==> src/rtl/ir_pkg.sv <==
// ---------------------------------------------------------------------------
// ir_pkg
//   Shared definitions for the NEC infrared transmitter and its receive-side
//   counterpart.
//   - Default segment lengths in 16 kHz ticks (one tick = 62.5 us). The
//     receiver's classification windows are built from the same values.
//   - ir_tx_state_t : transmit FSM state encoding. The repeat-code states
//     exist only when IR_TX_REPEAT_EN is defined.
//   - nec_encode()  : builds the 32-bit on-air word from a 16-bit key code.
//   - is_mark_state(): 1 for states that drive the LED on.
// ---------------------------------------------------------------------------
package ir_pkg;

  // Width of every tick counter. Every duration parameter must fit in it.
  localparam int unsigned IR_TIMER_W = 11;

  localparam int unsigned IR_LEAD_MARK    = 144;  // 9 ms
  localparam int unsigned IR_LEAD_SPACE   = 72;   // 4.5 ms
  localparam int unsigned IR_BIT_MARK     = 9;    // 562.5 us
  localparam int unsigned IR_ZERO_SPACE   = 9;    // logic 0 space
  localparam int unsigned IR_ONE_SPACE    = 27;   // logic 1 space
  localparam int unsigned IR_REP_SPACE    = 36;   // 2.25 ms repeat space
  localparam int unsigned IR_FRAME_PERIOD = 1728; // 108 ms leader-to-leader

  typedef enum logic [3:0] {
    ST_IDLE,
    ST_LEAD_M,
    ST_LEAD_S,
    ST_BIT_M,
    ST_BIT_S,
    ST_STOP_M,
    ST_GAP
`ifdef IR_TX_REPEAT_EN
    ,
    ST_REP_M,
    ST_REP_S,
    ST_REP_STOP
`endif
  } ir_tx_state_t;

  // On-air word: each byte is preceded by its complement so the receiver can
  // validate it. Bit 31 goes out first.
  function automatic logic [31:0] nec_encode(input logic [15:0] data);
    return {~data[15:8], data[15:8], ~data[7:0], data[7:0]};
  endfunction

  function automatic logic is_mark_state(input ir_tx_state_t s);
    logic mark;
    mark = 1'b0;
    case (s)
      ST_LEAD_M, ST_BIT_M, ST_STOP_M: mark = 1'b1;
`ifdef IR_TX_REPEAT_EN
      ST_REP_M, ST_REP_STOP:          mark = 1'b1;
`endif
      default:                        mark = 1'b0;
    endcase
    return mark;
  endfunction

endpackage

==> src/rtl/ir_nec_tx_if.sv <==
// ---------------------------------------------------------------------------
// ir_nec_tx_if
//   Request/status bundle between a key-scan client and the NEC transmitter.
//   - tx_data  [15:0] : key code, [15:8] high byte, [7:0] low byte
//   - tx_start        : transmit request, only looked at while idle
//   - tx_hold         : key still held (repeat request)
//   - tx_busy         : transmitter is occupied
//   - tx_done         : one-cycle pulse when the transmitter goes idle again
//   modport master : the client side
//   modport slave  : the transmitter side
// ---------------------------------------------------------------------------
interface ir_nec_tx_if;
  logic [15:0] tx_data;
  logic        tx_start;
  logic        tx_hold;
  logic        tx_busy;
  logic        tx_done;

  modport master (
    output tx_data,
    output tx_start,
    output tx_hold,
    input  tx_busy,
    input  tx_done
  );

  modport slave (
    input  tx_data,
    input  tx_start,
    input  tx_hold,
    output tx_busy,
    output tx_done
  );
endinterface

==> src/rtl/ir_tick_timer.sv <==
// ---------------------------------------------------------------------------
// ir_tick_timer
//   Loadable down-counter that times one mark or space segment.
//   Ports:
//     slow_clk   : clock (16 kHz tick)
//     reset      : synchronous, active-high; clears the count
//     load       : load load_value on this edge (overrides counting)
//     load_value : segment length in ticks
//     value      : current count
//     expired    : count is 1, i.e. this is the last tick of the segment
//   After a load of N the count reads N, N-1, ..., 1 on N successive cycles,
//   so a segment loaded with N lasts exactly N cycles. The count rests at 0.
// ---------------------------------------------------------------------------
module ir_tick_timer #(
  parameter int unsigned WIDTH = 11
) (
  input  logic             slow_clk,
  input  logic             reset,
  input  logic             load,
  input  logic [WIDTH-1:0] load_value,
  output logic [WIDTH-1:0] value,
  output logic             expired
);

  logic [WIDTH-1:0] value_q;
  logic [WIDTH-1:0] value_d;

  always_comb begin
    value_d = value_q;
    if (load) begin
      value_d = load_value;
    end else if (value_q != '0) begin
      value_d = value_q - {{(WIDTH-1){1'b0}}, 1'b1};
    end
  end

  always_ff @(posedge slow_clk) begin
    if (reset) begin
      value_q <= '0;
    end else begin
      value_q <= value_d;
    end
  end

  assign value   = value_q;
  assign expired = (value_q == {{(WIDTH-1){1'b0}}, 1'b1});

endmodule

==> src/rtl/ir_nec_tx.sv <==
// ---------------------------------------------------------------------------
// ir_nec_tx
//   NEC infrared transmitter. Serialises a 16-bit key code as a 32-bit NEC
//   frame (leader, 32 pulse-distance bits MSB first, stop mark) on a baseband
//   LED-drive output, then idles out the rest of the 108 ms frame period.
//   Optional feature macro: IR_TX_REPEAT_EN. When defined, a held key
//   (tx_hold=1 at the end of a period) sends NEC repeat codes instead of
//   going idle; when undefined tx_hold is ignored.
//   Ports:
//     slow_clk : 16 kHz clock, the only clock
//     reset    : synchronous, active-high; aborts any frame silently
//     bus      : ir_nec_tx_if.slave (tx_data/tx_start/tx_hold in,
//                tx_busy/tx_done out)
//     ir_out   : 1 = mark (LED on), 0 = space
//   All duration parameters are in ticks and must not exceed 2047; the
//   longest possible frame must be shorter than FRAME_PERIOD.
// ---------------------------------------------------------------------------
module ir_nec_tx
  import ir_pkg::*;
#(
  parameter int unsigned LEAD_MARK    = IR_LEAD_MARK,
  parameter int unsigned LEAD_SPACE   = IR_LEAD_SPACE,
  parameter int unsigned BIT_MARK     = IR_BIT_MARK,
  parameter int unsigned ZERO_SPACE   = IR_ZERO_SPACE,
  parameter int unsigned ONE_SPACE    = IR_ONE_SPACE,
  parameter int unsigned REP_SPACE    = IR_REP_SPACE,
  parameter int unsigned FRAME_PERIOD = IR_FRAME_PERIOD
) (
  input  logic        slow_clk,
  input  logic        reset,
  ir_nec_tx_if.slave  bus,
  output logic        ir_out
);

  localparam int unsigned W = IR_TIMER_W;

  localparam logic [W-1:0] LEAD_MARK_T    = W'(LEAD_MARK);
  localparam logic [W-1:0] LEAD_SPACE_T   = W'(LEAD_SPACE);
  localparam logic [W-1:0] BIT_MARK_T     = W'(BIT_MARK);
  localparam logic [W-1:0] ZERO_SPACE_T   = W'(ZERO_SPACE);
  localparam logic [W-1:0] ONE_SPACE_T    = W'(ONE_SPACE);
  localparam logic [W-1:0] FRAME_PERIOD_T = W'(FRAME_PERIOD);
`ifdef IR_TX_REPEAT_EN
  localparam logic [W-1:0] REP_SPACE_T    = W'(REP_SPACE);
`endif

  // State and datapath registers
  ir_tx_state_t state_q, state_d;
  logic [31:0]  frame_q, frame_d;     // shift register, bit 31 is on air
  logic [4:0]   bit_cnt_q, bit_cnt_d; // data bits still to send, minus one
  logic [W-1:0] period_q, period_d;   // ticks since the current leader start

  // Segment timer handshake
  logic         tmr_load;
  logic [W-1:0] tmr_load_value;
  logic [W-1:0] tmr_value_unused;
  logic         tmr_expired;
  logic         done;

`ifndef IR_TX_REPEAT_EN
  // The hold input has no function without the repeat feature.
  logic hold_unused;
  assign hold_unused = bus.tx_hold;
  // REP_SPACE only matters to the repeat path.
  localparam int unsigned REP_SPACE_UNUSED = REP_SPACE;
`endif

  ir_tick_timer #(
    .WIDTH (W)
  ) u_timer (
    .slow_clk   (slow_clk),
    .reset      (reset),
    .load       (tmr_load),
    .load_value (tmr_load_value),
    .value      (tmr_value_unused),
    .expired    (tmr_expired)
  );

  // Next-state logic. Each transition into a timed segment reloads the timer
  // with that segment's length, so segments chain without dead cycles.
  always_comb begin
    state_d        = state_q;
    frame_d        = frame_q;
    bit_cnt_d      = bit_cnt_q;
    period_d       = period_q;
    tmr_load       = 1'b0;
    tmr_load_value = '0;
    done           = 1'b0;

    // The period counter free-runs while a frame or repeat is in progress;
    // the GAP exit below decides what it becomes next.
    if (state_q != ST_IDLE) begin
      period_d = period_q + {{(W-1){1'b0}}, 1'b1};
    end

    case (state_q)
      ST_IDLE: begin
        if (bus.tx_start) begin
          state_d        = ST_LEAD_M;
          frame_d        = nec_encode(bus.tx_data);
          bit_cnt_d      = 5'd31;
          // Counts 1 on the first leader-mark cycle.
          period_d       = {{(W-1){1'b0}}, 1'b1};
          tmr_load       = 1'b1;
          tmr_load_value = LEAD_MARK_T;
        end
      end

      ST_LEAD_M: begin
        if (tmr_expired) begin
          state_d        = ST_LEAD_S;
          tmr_load       = 1'b1;
          tmr_load_value = LEAD_SPACE_T;
        end
      end

      ST_LEAD_S: begin
        if (tmr_expired) begin
          state_d        = ST_BIT_M;
          tmr_load       = 1'b1;
          tmr_load_value = BIT_MARK_T;
        end
      end

      ST_BIT_M: begin
        if (tmr_expired) begin
          state_d        = ST_BIT_S;
          tmr_load       = 1'b1;
          tmr_load_value = frame_q[31] ? ONE_SPACE_T : ZERO_SPACE_T;
        end
      end

      ST_BIT_S: begin
        if (tmr_expired) begin
          frame_d        = {frame_q[30:0], 1'b0};
          tmr_load       = 1'b1;
          tmr_load_value = BIT_MARK_T;
          if (bit_cnt_q == 5'd0) begin
            state_d = ST_STOP_M;
          end else begin
            state_d   = ST_BIT_M;
            bit_cnt_d = bit_cnt_q - 5'd1;
          end
        end
      end

      ST_STOP_M: begin
        if (tmr_expired) begin
          state_d = ST_GAP;
        end
      end

      ST_GAP: begin
        if (period_q == FRAME_PERIOD_T) begin
`ifdef IR_TX_REPEAT_EN
          if (bus.tx_hold) begin
            // A repeat code starts a fresh period of its own.
            state_d        = ST_REP_M;
            period_d       = {{(W-1){1'b0}}, 1'b1};
            tmr_load       = 1'b1;
            tmr_load_value = LEAD_MARK_T;
          end else begin
            state_d  = ST_IDLE;
            period_d = '0;
            done     = 1'b1;
          end
`else
          state_d  = ST_IDLE;
          period_d = '0;
          done     = 1'b1;
`endif
        end
      end

`ifdef IR_TX_REPEAT_EN
      ST_REP_M: begin
        if (tmr_expired) begin
          state_d        = ST_REP_S;
          tmr_load       = 1'b1;
          tmr_load_value = REP_SPACE_T;
        end
      end

      ST_REP_S: begin
        if (tmr_expired) begin
          state_d        = ST_REP_STOP;
          tmr_load       = 1'b1;
          tmr_load_value = BIT_MARK_T;
        end
      end

      ST_REP_STOP: begin
        if (tmr_expired) begin
          state_d = ST_GAP;
        end
      end
`endif

      default: begin
        state_d  = ST_IDLE;
        period_d = '0;
      end
    endcase
  end

  always_ff @(posedge slow_clk) begin
    if (reset) begin
      state_q   <= ST_IDLE;
      frame_q   <= '0;
      bit_cnt_q <= '0;
      period_q  <= '0;
    end else begin
      state_q   <= state_d;
      frame_q   <= frame_d;
      bit_cnt_q <= bit_cnt_d;
      period_q  <= period_d;
    end
  end

  // Outputs decode straight from registered state, so a reset edge clears
  // ir_out and tx_busy immediately. tx_done depends on tx_hold in the final
  // GAP cycle because that is when the repeat decision is made.
  assign ir_out      = is_mark_state(state_q);
  assign bus.tx_busy = (state_q != ST_IDLE);
  assign bus.tx_done = done;

endmodule

==> src/flat_wrapper.sv <==
// flat-port wrapper written by rule: the top's interface ports become plain ports
module ir_nec_tx_flat import ir_pkg::*;
#(
  parameter int unsigned LEAD_MARK    = IR_LEAD_MARK,
  parameter int unsigned LEAD_SPACE   = IR_LEAD_SPACE,
  parameter int unsigned BIT_MARK     = IR_BIT_MARK,
  parameter int unsigned ZERO_SPACE   = IR_ZERO_SPACE,
  parameter int unsigned ONE_SPACE    = IR_ONE_SPACE,
  parameter int unsigned REP_SPACE    = IR_REP_SPACE,
  parameter int unsigned FRAME_PERIOD = IR_FRAME_PERIOD
)
  (slow_clk, reset, ir_out, bus_tx_data, bus_tx_start, bus_tx_hold, bus_tx_busy, bus_tx_done);
  ir_nec_tx_if bus_i ();
  input  logic slow_clk;
  input  logic reset;
  output logic ir_out;
  input wire logic [$bits(bus_i.tx_data)-1:0] bus_tx_data;
  input wire logic [$bits(bus_i.tx_start)-1:0] bus_tx_start;
  input wire logic [$bits(bus_i.tx_hold)-1:0] bus_tx_hold;
  output wire logic [$bits(bus_i.tx_busy)-1:0] bus_tx_busy;
  output wire logic [$bits(bus_i.tx_done)-1:0] bus_tx_done;
  assign bus_i.tx_data = bus_tx_data;
  assign bus_i.tx_start = bus_tx_start;
  assign bus_i.tx_hold = bus_tx_hold;
  assign bus_tx_busy = bus_i.tx_busy;
  assign bus_tx_done = bus_i.tx_done;
  ir_nec_tx #(.LEAD_MARK(LEAD_MARK), .LEAD_SPACE(LEAD_SPACE), .BIT_MARK(BIT_MARK), .ZERO_SPACE(ZERO_SPACE), .ONE_SPACE(ONE_SPACE), .REP_SPACE(REP_SPACE), .FRAME_PERIOD(FRAME_PERIOD)) u_core (.slow_clk(slow_clk), .reset(reset), .bus(bus_i), .ir_out(ir_out));
endmodule
==> config.mk <==
export PLATFORM = sky130hd
export DESIGN_NAME = ir_nec_tx_flat
export DESIGN_NICKNAME = d
export VERILOG_FILES = /design/src/rtl/ir_pkg.sv /design/src/rtl/ir_nec_tx_if.sv /design/src/rtl/ir_tick_timer.sv /design/src/rtl/ir_nec_tx.sv /design/src/flat_wrapper.sv
export SDC_FILE = /design/constraint.sdc
export NUM_CORES = 1
export LEC_CHECK = 0
export CORE_MARGIN = 2
export CORE_UTILIZATION = 57
export DETAILED_ROUTE_END_ITERATION = 6
export GPL_TIMING_DRIVEN = 0
export PLACE_DENSITY = 0.75
export RECOVER_POWER = 25
export SLEW_MARGIN = 25
export SYNTH_ARGS = -nofsm -noshare
export SYNTH_HDL_FRONTEND = slang
export SYNTH_SLANG_ARGS = --single-unit
==> constraint.sdc <==
create_clock -name slow_clk -period 2.05 [get_ports slow_clk]
set_input_delay 0.41 -clock slow_clk [delete_from_list [all_inputs] [get_ports slow_clk]]
set_output_delay 0.41 -clock slow_clk [all_outputs]
set_load 0.1 [all_outputs]
==> summary.json <==
{
  "stdcell_area": {"value": 3825, "unit": "um2"},
  "antenna_left": {"value": 0},
  "fin_hold_ws": {"value": 0.4534, "unit": "ns"},
  "postSynth.asyncResetShare": {"value": 0, "unit": "%"},
  "leakagePower": {"value": 0.001439, "unit": "uW"},
  "yosysWarnings": {"value": 0},
  "cts_htree_levels": {"value": 3},
  "final_core_util": {"value": 70.32, "unit": "%"},
  "grt_pass1_vias": {"value": 2822},
  "post_layout_nonfiller_instances": {"value": 501},
  "antenna_cells": {"value": 0},
  "finish.net_count": {"value": 451},
  "clk_transition_reported_paths": {"value": 0.07, "unit": "ns"},
  "violations": {"value": "negative setup slack"},
  "power_frac_clock": {"value": 26.1, "unit": "%"},
  "floorplan.initialDensity": {"value": 58.09, "unit": "%"},
  "power": {"value": 4836, "unit": "uW"},
  "dieArea": {"value": 6154, "unit": "um2"},
  "clock_sink_count": {"value": 62},
  "endpoint_kind": {"value": "output port"},
  "timing.fmax": {"value": 478.9, "unit": "MHz"},
  "cts.root.buffer_cell": {"value": "clkbuf_8"},
  "synth_area": {"value": 3159, "unit": "um2"},
  "clock_latency": {"value": 0.34, "unit": "ns"},
  "layout-area-overhead-vs-synth": {"value": 21.07, "unit": "%"},
  "postSynthNetCount": {"value": 412},
  "hold_viol": {"value": 0},
  "max_slew_margin": {"value": 59.74, "unit": "%"},
  "hold_path_class": {"value": "reg -> reg"},
  "cp_top_family": {"value": "simple AND/OR/NAND/NOR gates"},
  "placed_area": {"value": 3477, "unit": "um2"},
  "antenna_found_initial": {"value": 0},
  "floorplan.rows": {"value": 27},
  "synthesized_flop_and_latch_total": {"value": 62},
  "critPathMaxStageDelay": {"value": 0.33, "unit": "ns"},
  "dp_hpwl": {"value": 5.074, "unit": "mm"},
  "grt_setup_unrepaired": {"value": "true"},
  "cp_slowest_cell": {"value": "dfxtp_2"},
  "yosys.cell_types.count": {"value": 54},
  "pin_count_of_the_biggest_net_entering_global_routing": {"value": 11},
  "chipWidth": {"value": 78.45, "unit": "um"},
  "drc": {"value": 0},
  "power.share.sequential": {"value": 34.2, "unit": "%"},
  "finalWirelength": {"value": 7.589, "unit": "mm"},
  "global_route_wire_length_before_repair": {"value": 12.88, "unit": "mm"},
  "fin_worst_skew": {"value": 0.006696, "unit": "ns"},
  "io_buffers": {"value": 20},
  "grt_remaining_overflow": {"value": 0},
  "mean_cell_area_of_the_mapped_netlist": {"value": 8.206, "unit": "um2"},
  "postSynth.topFlopCell": {"value": "dfxtp_1"},
  "synth.yosys.seq_area_share": {"value": 39.29, "unit": "%"},
  "share_of_cells_above_drive_strength_1": {"value": 13.75, "unit": "%"},
  "maxCapViolCount": {"value": 0},
  "die_h": {"value": 78.45, "unit": "um"},
  "critPathBufInv": {"value": 2},
  "finalSetupViolCount": {"value": 1},
  "max-clock-path-buffers": {"value": 2},
  "irDropWorstVdd": {"value": 0.6501, "unit": "mV"},
  "drtPass1Iterations": {"value": 5},
  "placed_cells_incl_taps": {"value": 477},
  "pwr_density_cell": {"value": 1264, "unit": "nW/um2"},
  "num_vias": {"value": 2988},
  "placer_congestion": {"value": 0.8579},
  "crit_path_cell_trace": {"value": "inv_2, ha_4, nor4b_4, nand4_1, nor3_4, buf_12"},
  "finalWorstSetupSlack": {"value": -0.03800, "unit": "ns"},
  "internal-power": {"value": 3048, "unit": "uW"},
  "run_status": {"value": "finished with violations"},
  "cts_made_buffers": {"value": 9},
  "report.final.slew_viol_count": {"value": 0},
  "syn_inst": {"value": 385},
  "cp_data_arrival_time": {"value": 1.68, "unit": "ns"},
  "grt_util_all_layers": {"value": 26.09, "unit": "%"},
  "finalCritPeriodShare": {"value": 101.9, "unit": "%"},
  "crit_path_max_fanout": {"value": 2},
  "cp_data_required_time": {"value": 1.64, "unit": "ns"},
  "worst-slew-pin-transition": {"value": 0.5993, "unit": "ns"},
  "start_kind": {"value": "flop"},
  "fin_crit": {"value": 2.088, "unit": "ns"},
  "drt_iter0_drc": {"value": 205},
  "detail_route.vias_per_cell": {"value": 5.964},
  "count_of_flip_flops_with_a_built_in_enable_after_synthesis": {"value": 0},
  "power_frac_comb": {"value": 39.8, "unit": "%"},
  "netSwitchingFraction": {"value": 36.98, "unit": "%"},
  "cts_tree": {"value": "yes"},
  "io_pins": {"value": 23},
  "core_region_area": {"value": 5439, "unit": "um2"},
  "switchingPower": {"value": 1788, "unit": "uW"},
  "timing_worst_setup_path_type": {"value": "reg -> out"},
  "wl_per_cell": {"value": 15.15, "unit": "um"}
}
layout by cell type (no fill, tap or decap), types with 6 or more instances in the layout:
master           instances
clkbuf_8                12
nor3_1                   9
buf_4                   11
clkbuf_1                 9
dfxtp_1                 59
and2_1                   6
clkdlybuf4s50_1         16
a21oi_1                 28
a311oi_1                18
inv_1                   12
xnor2_1                  8
ha_1                     6
nand4_1                  8
o21ai_0                  9
nand3_1                  7
nor2_1                  36
o211ai_1                18
nand2_1                 66
routing by layer:
metal | GRT usage, % | part of all wire [%]
met5 | 0 | 0
met4 | 10.00 | 1.5
met3 | 4.713 | 3.7
met2 | 44.91 | 50
met1 | 32.42 | 45
cells by family (layout without fill, tap and decap cells):
group | count (synthesis) | after routing | share of synthesized area (%)
compound gates | 107 | 107 | 24.00
xor+xnor | 13 | 13 | 3.604
fa+ha+maj | 7 | 7 | 2.772
buf+inv | 37 | 81 | 5.465
flops | 62 | 62 | 39.29
simple gates | 159 | 159 | 24.87
through the flow:
step | setup WS [ns] | TNS (ns)
floorplan | -0.05623 | -0.05623
global placement | -0.6578 | -1.659
detailed placement | -0.6705 | -1.798
CTS | -0.04222 | -0.04222
global route | -0.1242 | -1.838
finish | -0.03800 | -0.03800
final timing paths:
| check | startpoint | endpoint | cells after the start | slack, ns |
|---|---|---|---|---|
| max | u_core.period_q[1] | bus_tx_done | 6 | -0.04 |
| min | u_core.frame_q[14] | u_core.frame_q[14] | 2 | 0.45 |
| max reg2reg | u_core.u_timer.value[7] | u_core.u_timer.value[1] | 6 | 0 |
| min reg2reg | u_core.frame_q[14] | u_core.frame_q[14] | 2 | 0.45 |
synthesized netlist by cell type, drive strengths merged (2+ instances only):
cell	count	area (um2)
nand2	67	251.5
dfxtp	62	1241
nor2	36	135.1
a21oi	30	157.7
a311oi	18	157.7
o211ai	18	135.1
inv	14	52.55
clkbuf	12	45.04
o21ai	12	60.05
buf	11	75.07
nor3	11	55.05
nand4	9	71.32
and2	8	50.05
xnor2	8	70.07
ha	7	87.58
nand3	7	35.03
a21o	5	37.54
xor2	5	43.79
and3	4	25.02
a211oi	3	22.52
nor4	3	48.80
or3	3	18.77
a21boi	2	15.01
a31oi	2	12.51
and4	2	17.52
nand3b	2	15.01
nor4b	2	17.52
o211a	2	20.02
o32ai	2	17.52
worst register-to-register path: stages (launching register included):
cell	delay (ns)
dfxtp_1	0.34
nor4_2	0.52
buf_4	0.20
and4_1	0.29
and2_0	0.22
nand3_1	0.14
a211oi_1	0.23
timing repair:
item | 4_1_cts | 5_1_grt
pin swaps | 5 | 4
hold buffers | 0 | 0
gates resized for setup | 30 | 9
endpoints found under the setup margin | 15 | 32
buffers inserted | 2 | 7
registers in the layout, indices dropped and copies added (netlist names):
register / cells
u_core.frame_q: 32
u_core.period_q: 11
u_core.u_timer.value: 11
u_core.bit_cnt_q: 5
u_core.state_q: 3
cell type report:
type	count	area [um2]
well taps	72	90.09
clock buffers	13	168.9
plain buffers	22	122.6
clock inverters	3	65.06
repair buffers	29	272.8
fillers	454	1614
inverters	14	52.55
flip-flops and latches	62	1245
multi-input cells	286	1808
power by group through the flow:
| stage | clock (uW) | combinational (uW) | sequential (uW) |
|---|---|---|---|
| after floorplan | 0 | 1400 | 1630 |
| after global placement | 0 | 1710 | 1670 |
| after detailed placement | 0 | 1730 | 1680 |
| after CTS | 1270 | 1790 | 1650 |
| after global routing | 1320 | 2130 | 1680 |
| final | 1260 | 1920 | 1650 |
Power figures use the tool's default switching activity.
